**src/rtl/lin_interp_upsampler_if.sv**
```systemverilog
// Sample stream handshake: a producer drives dat/valid, the consumer drives ready.
// A word moves on a rising clock edge when valid and ready are both high.
interface lin_interp_upsampler_if #(
   parameter int DW = 14
);
   logic [DW-1:0] dat;
   logic          valid;
   logic          ready;

   modport master (output dat, output valid, input ready);
   modport slave  (input dat, input valid, output ready);
endinterface

```
**src/rtl/lin_interp_upsampler.sv**
```systemverilog
// Linear-interpolating upsampler: takes low-rate signed samples over a valid/ready
// stream and produces one DAC word per clock. Each input sample is the end point
// of a ramp of 2**R_LOG2 outputs that starts at the previous sample. A one-entry
// buffer holds the next end point. If the buffer is empty at the end of a ramp,
// the output holds the last sample and underflow_o pulses for one cycle.
module lin_interp_upsampler #(
   parameter int DW     = 14,
   parameter int R_LOG2 = 3
) (
   input  logic                  clk,
   input  logic                  rst,
   input  logic                  en,
   lin_interp_upsampler_if.slave in_if,
   output logic [DW-1:0]         dac_dat_o,
   output logic                  dac_vld_o,
   output logic                  underflow_o
);

   // The accumulator holds the current output scaled by 2**R_LOG2. One guard bit
   // keeps prev*R + k*step inside range for every legal end-point pair.
   localparam int AW = DW + R_LOG2 + 1;
   localparam logic [R_LOG2-1:0] P_LAST = {R_LOG2{1'b1}};

   typedef enum logic {
      ST_IDLE,
      ST_RUN
   } state_t;

   state_t              r_state,   w_state;
   logic [DW-1:0]       r_x_cur,   w_x_cur;     // end point of the ramp in progress
   logic [DW-1:0]       r_nxt,     w_nxt;       // buffered next end point
   logic                r_nxt_vld, w_nxt_vld;
   logic [DW:0]         r_step,    w_step;      // x_cur - x_prev, signed
   logic [AW-1:0]       r_acc,     w_acc;       // scaled output, signed
   logic [R_LOG2-1:0]   r_phase,   w_phase;
   logic [DW-1:0]       r_dac_dat, w_dac_dat;
   logic                r_dac_vld, w_dac_vld;
   logic                r_underflow, w_underflow;

   logic                w_ready;
   logic                w_xfer;
   logic [AW-1:0]       w_step_ext;
   logic [AW-1:0]       w_cur_scaled;
   logic [AW-1:0]       w_in_scaled;

   // Accept input while idle and enabled, or while running with an empty buffer.
   // Reset forces ready low so that no transfer completes during reset.
   assign w_ready = !rst && (((r_state == ST_IDLE) && en) ||
                             ((r_state == ST_RUN) && !r_nxt_vld));
   assign w_xfer  = in_if.valid && w_ready;
   assign in_if.ready = w_ready;

   // Sign-extend the step to accumulator width, and scale samples by 2**R_LOG2.
   // An explicit sign bit and zero fill avoid relying on signed-type promotion.
   assign w_step_ext   = {{R_LOG2{r_step[DW]}}, r_step};
   assign w_cur_scaled = {r_x_cur[DW-1], r_x_cur, {R_LOG2{1'b0}}};
   assign w_in_scaled  = {in_if.dat[DW-1], in_if.dat, {R_LOG2{1'b0}}};

   // Next-state logic: ramp stepping, end-of-ramp reload and buffer handling.
   always_comb begin
      // NOTE: every w_ signal is given a default before the case statement.
      // A path that left one unassigned would infer a latch.
      w_state     = r_state;
      w_x_cur     = r_x_cur;
      w_nxt       = r_nxt;
      w_nxt_vld   = r_nxt_vld;
      w_step      = r_step;
      w_acc       = r_acc;
      w_phase     = r_phase;
      w_dac_dat   = '0;
      w_dac_vld   = 1'b0;
      w_underflow = 1'b0;

      unique case (r_state)
         ST_IDLE: begin
            // The first sample starts a flat period at its own value.
            if (w_xfer) begin
               w_x_cur = in_if.dat;
               w_step  = '0;
               w_acc   = w_in_scaled;
               w_phase = '0;
               w_state = ST_RUN;
            end
         end

         ST_RUN: begin
            if (!en) begin
               // Dropping enable discards the buffered sample and any transfer
               // that completes on this edge.
               w_state   = ST_IDLE;
               w_nxt_vld = 1'b0;
            end else begin
               // An arithmetic shift right by R_LOG2 is a floor division.
               // The result always lies between the two end points, so the
               // DW-bit slice cannot wrap.
               w_dac_dat = r_acc[R_LOG2 +: DW];
               w_dac_vld = 1'b1;

               if (r_phase != P_LAST) begin
                  w_acc   = r_acc + w_step_ext;
                  w_phase = r_phase + R_LOG2'(1);
               end else begin
                  // End of ramp: the old end point becomes the new start.
                  w_phase = '0;
                  w_acc   = w_cur_scaled;
                  if (r_nxt_vld) begin
                     w_x_cur   = r_nxt;
                     w_step    = {r_nxt[DW-1], r_nxt} - {r_x_cur[DW-1], r_x_cur};
                     w_nxt_vld = 1'b0;
                  end else begin
                     w_step      = '0;
                     w_underflow = 1'b1;
                  end
               end

               // Ready is low while the buffer is full, so this never collides
               // with the buffer drain above.
               if (w_xfer) begin
                  w_nxt     = in_if.dat;
                  w_nxt_vld = 1'b1;
               end
            end
         end
      endcase
   end

   // State and datapath registers with synchronous reset.
   always_ff @(posedge clk) begin
      // NOTE: the data registers are reset along with the control state. The
      // datapath then leaves reset at a known zero rather than holding stale
      // samples.
      if (rst) begin
         r_state     <= ST_IDLE;
         r_x_cur     <= '0;
         r_nxt       <= '0;
         r_nxt_vld   <= 1'b0;
         r_step      <= '0;
         r_acc       <= '0;
         r_phase     <= '0;
         r_dac_dat   <= '0;
         r_dac_vld   <= 1'b0;
         r_underflow <= 1'b0;
      end else begin
         // NOTE: non-blocking assignments make every register update from
         // pre-edge values, regardless of statement order.
         r_state     <= w_state;
         r_x_cur     <= w_x_cur;
         r_nxt       <= w_nxt;
         r_nxt_vld   <= w_nxt_vld;
         r_step      <= w_step;
         r_acc       <= w_acc;
         r_phase     <= w_phase;
         r_dac_dat   <= w_dac_dat;
         r_dac_vld   <= w_dac_vld;
         r_underflow <= w_underflow;
      end
   end

   assign dac_dat_o   = r_dac_dat;
   assign dac_vld_o   = r_dac_vld;
   assign underflow_o = r_underflow;

endmodule

```
**src/flat_wrapper.sv**
```systemverilog
// flat-port wrapper written by rule: the top's interface ports become plain ports
module lin_interp_upsampler_flat 
#(
   parameter int DW     = 14,
   parameter int R_LOG2 = 3
)
  (clk, rst, en, dac_dat_o, dac_vld_o, underflow_o, in_if_dat, in_if_valid, in_if_ready);
  lin_interp_upsampler_if #(.DW(DW)) in_if_i ();
  input  logic clk;
  input  logic rst;
  input  logic en;
  output logic [DW-1:0] dac_dat_o;
  output logic dac_vld_o;
  output logic underflow_o;
  input wire logic [$bits(in_if_i.dat)-1:0] in_if_dat;
  input wire logic [$bits(in_if_i.valid)-1:0] in_if_valid;
  output wire logic [$bits(in_if_i.ready)-1:0] in_if_ready;
  assign in_if_i.dat = in_if_dat;
  assign in_if_i.valid = in_if_valid;
  assign in_if_ready = in_if_i.ready;
  lin_interp_upsampler #(.DW(DW), .R_LOG2(R_LOG2)) u_core (.clk(clk), .rst(rst), .en(en), .in_if(in_if_i), .dac_dat_o(dac_dat_o), .dac_vld_o(dac_vld_o), .underflow_o(underflow_o));
endmodule
```
**config.mk**
```make
export PLATFORM = sky130hd
export DESIGN_NAME = lin_interp_upsampler_flat
export DESIGN_NICKNAME = d
export VERILOG_FILES = /design/src/rtl/lin_interp_upsampler_if.sv /design/src/rtl/lin_interp_upsampler.sv /design/src/flat_wrapper.sv
export SDC_FILE = /design/constraint.sdc
export NUM_CORES = 1
export LEC_CHECK = 0
export BUFFER_PORTS_ARGS = -buffer_cell sky130_fd_sc_hd__buf_2
export CAP_MARGIN = 10
export CORE_MARGIN = 2
export CORE_UTILIZATION = 45
export CTS_BUF_LIST = sky130_fd_sc_hd__clkbuf_4
export CTS_CLUSTER_SIZE = 16
export DETAILED_ROUTE_END_ITERATION = 12
export PLACE_DENSITY = 0.61
export RECOVER_POWER = 100
export SETUP_SLACK_MARGIN = 0.3
export SLEW_MARGIN = 30
export SYNTH_ARGS = -nofsm -noshare
export SYNTH_HDL_FRONTEND = slang
export SYNTH_SLANG_ARGS = --single-unit
```
**constraint.sdc**
```tcl
create_clock -name clk -period 3.95 [get_ports clk]
set_input_delay 0.79 -clock clk [delete_from_list [all_inputs] [get_ports clk]]
set_output_delay 0.79 -clock clk [all_outputs]
set_load 0.01 [all_outputs]
```
==> metrics.txt <==
Vert. Die Dim 105 microns; Initial Utilization 46.4%; DR DRC count 0; cell taking the most area after synthesis dfxtp_1; Num CTS Buffers 9; Least-Margin Pin Slew 1.17 ns; WL final 10500 microns; register area share after synthesis 35.6%; critical setup path kind reg2reg; CP max FO 5; Hold Path Class reg2reg; antenna cells 0; CTS clk-pin slew, worst paths 0.13 ns; PortBufs 34; Resized Gates After CTS 0; Syn Std Cell Area 4560 sq um; drt pass-1 iters 4; Layout area overhead 9.00%; CP max-delay cell o41ai_1; Ys Warns 0; crit path capture type flip-flop; Final Cycle Share 71.8%; Min Clock Period, post-route 2.83 ns; Final setup viols 0; Filler Cell Count 983; Pwr Total 1.81 mW; die width 105 microns; synth top area cells dfxtp_1 36%, ha_1 8.8%, a21oi_1 5.0%; worst path bufs/invs 1; Setup WS pre-CTS 1.09 ns; vias in the first global route 3613; final max-slew violation count 0; Final ANT Viol Nets 0; RSZ-0062 raised after global routing false; Max Cap Viol 0; outcome finished clean; R2R Setup Slk 1.12 ns; EDFF count, synth 0; Syn Nets 585; WL/cell 15.1 microns; Setup crit start kind flip-flop; worst reg2reg endpoint u_core.r_acc[16]; Setup TNS Final 0 ns; final non-filler cell total 698; worst setup path startpoint u_core.r_step[0]; Leak 1.90 nW; Placement Cell Area 4780 sq um; first-pass GRT wire length 17700 microns; Routability Congestion 0.876; HPWL after detailed placement 7700 microns; die area 11000 sq um; CTS tree done; H-tree levels 3; hold path start u_core.r_acc[0]; Worst Skew 0.0118 ns; PnR worst setup slack 1.12 ns; share of cells above drive strength 1 9.38%; Reg2Reg Depth 10; Peak supply drop 157 uV; prevailing post-synth register cell dfxtp_1; Setup Buffers After CTS 0; f_max 0.353 GHz; Crit Reg-Reg Startpoint u_core.r_step[0]; ys async rst share 0%; GRT Util Overall 19.8%; most common cell after layout, fill and taps aside dfxtp_1; Syn Inst Count 533; # nets final 612; post-route cell area 4970 sq um; core region area 9820 sq um; worst-path cell chain ha_1 -> inv_1 -> fa_1 -> nand2b_1 -> a211oi_2 -> o211ai_2 -> o41ai_1 -> xnor2_1 -> a221oi_2 -> a211oi_1; Syn Area/Cell 8.56 sq um; Critical Path Max Stage Delay 0.42 ns; commonest cells after routing, fill and taps aside 81 x dfxtp_1, 61 x nor2_1, 49 x nand2_1; num ports 35; grt total ovfl 0; initial drt markers 186; largest net degree at the start of global routing 44; crit path DAT 3.11 ns; hold depth 2; worst rel slew slack 21.8%; clock latency on the worst-skew pair 0.44 ns; Top delay family on crit path compound AO/OA/AOI/OAI gates; Hold Vio Cnt, Final 0; Unique masters post-synth 56; Data required, critical path 4.22 ns; CTS Sinks 81; DR vias/cell 5.49; Via Count 3835; Row Count 36; CTS Buffer Depth 2; Yosys top cell area share 35.6%; placed cells 682; initial antenna violation count 0; Cell Pwr Density 364 nW/um^2; synthesized flop and latch total 81; # hold bufs at CTS 0; Root Buffer clkbuf_4; Min-Delay Endpoint u_core.r_acc[0]
[per-stage QoR]
| stage | hold slack [ns] | utilization [%] |
|---|---|---|
| 2_1_floorplan | 0.424 | - |
| 5_1_grt | 0.502 | 50.6 |
| 3_3_place_gp | 0.443 | 48.7 |
| 6_report | 0.470 | 50.6 |
| 3_5_place_dp | 0.452 | 48.7 |
| 4_1_cts | 0.471 | 51.1 |
[worst max path at each step]
stage	cells past startpoint	to
floorplan	10	u_core.r_acc[16]
global placement	7	u_core.r_step[11]
detailed placement	7	u_core.r_step[11]
CTS	4	in_if_ready
global route	9	u_core.r_x_cur[13]
finish	10	u_core.r_acc[16]
[sequential cells by signal, indices dropped and copies added (netlist names)]
register and flops:
u_core.r_acc 17, u_core.r_phase 3, u_core.dac_vld_o 1, u_core.r_nxt_vld 1, u_core.underflow_o 1, u_core.r_state 1, u_core.r_nxt 14, u_core.r_x_cur 14
u_core.r_step 15, u_core.dac_dat_o 14
[cells in the mapped netlist (3+ instances only)]
master    number
dfxtp_1       81
nor2_1        60
nand2_1       49
a21oi_1       46
ha_1          32
o21ai_0       24
a211oi_1      21
inv_1         20
mux2i_1       20
and2_1        16
nor2b_1       14
clkbuf_1      13
xor2_1        11
xnor2_1       10
nand2b_1       8
nand3_1        8
nor3_1         8
a21o_1         7
o211ai_1       7
clkbuf_8       6
a311oi_1       5
a31oi_1        5
o21a_1         5
o31ai_1        5
a221oi_1       4
buf_2          4
nand4_1        4
buf_4          3
nor2_2         3
nor4_1         3
[worst reg2reg max path: stages, from the launching register on]
cell and delay, ns:
dfxtp_1 0.38, ha_1 0.21, inv_1 0.07, fa_1 0.38, nand2b_1 0.21, a211oi_2 0.31
o211ai_2 0.21, o41ai_1 0.42, xnor2_1 0.16, a221oi_2 0.24, a211oi_1 0.10
[routing by layer]
metal	GRT usage, %	up-vias	part of all wire [%]
met5	0	-	0
met4	4.29	0	0.62
met3	3.62	7	4.5
met2	29.3	88	42
met1	30.0	1782	53
li1	-	1958	-
[report_power, final]
part | internal [mW] | switching [mW]
logic | 0.0788 | 0.123
clock network | 0.449 | 0.308
registers | 0.835 | 0.0156
total | 1.36 | 0.447
[logic make-up after synthesis]
group,share of synthesized area (%)
xor gates and xnor gates,4.03
DFF,35.6
and+or+nand+nor,19.3
muxes,4.64
buffers and inverters,5.46
adders and majority gates,9.66
AOI/OAI and AO/OA,21.3
[layout make-up]
cell class                      instances  area, sq um  share of cell area (%)
Clock buffer                            9         67.6                    1.36
Tap cell                              133          166                    3.35
Timing Repair Buffer                   42          194                    3.90
Multi-Input combinational cell        406         2680                    53.9
Inverter                               20         75.1                    1.51
Sequential cell                        81         1620                    32.6
Clock inverter                          7          166                    3.35
(Power assumes the default switching activity.)
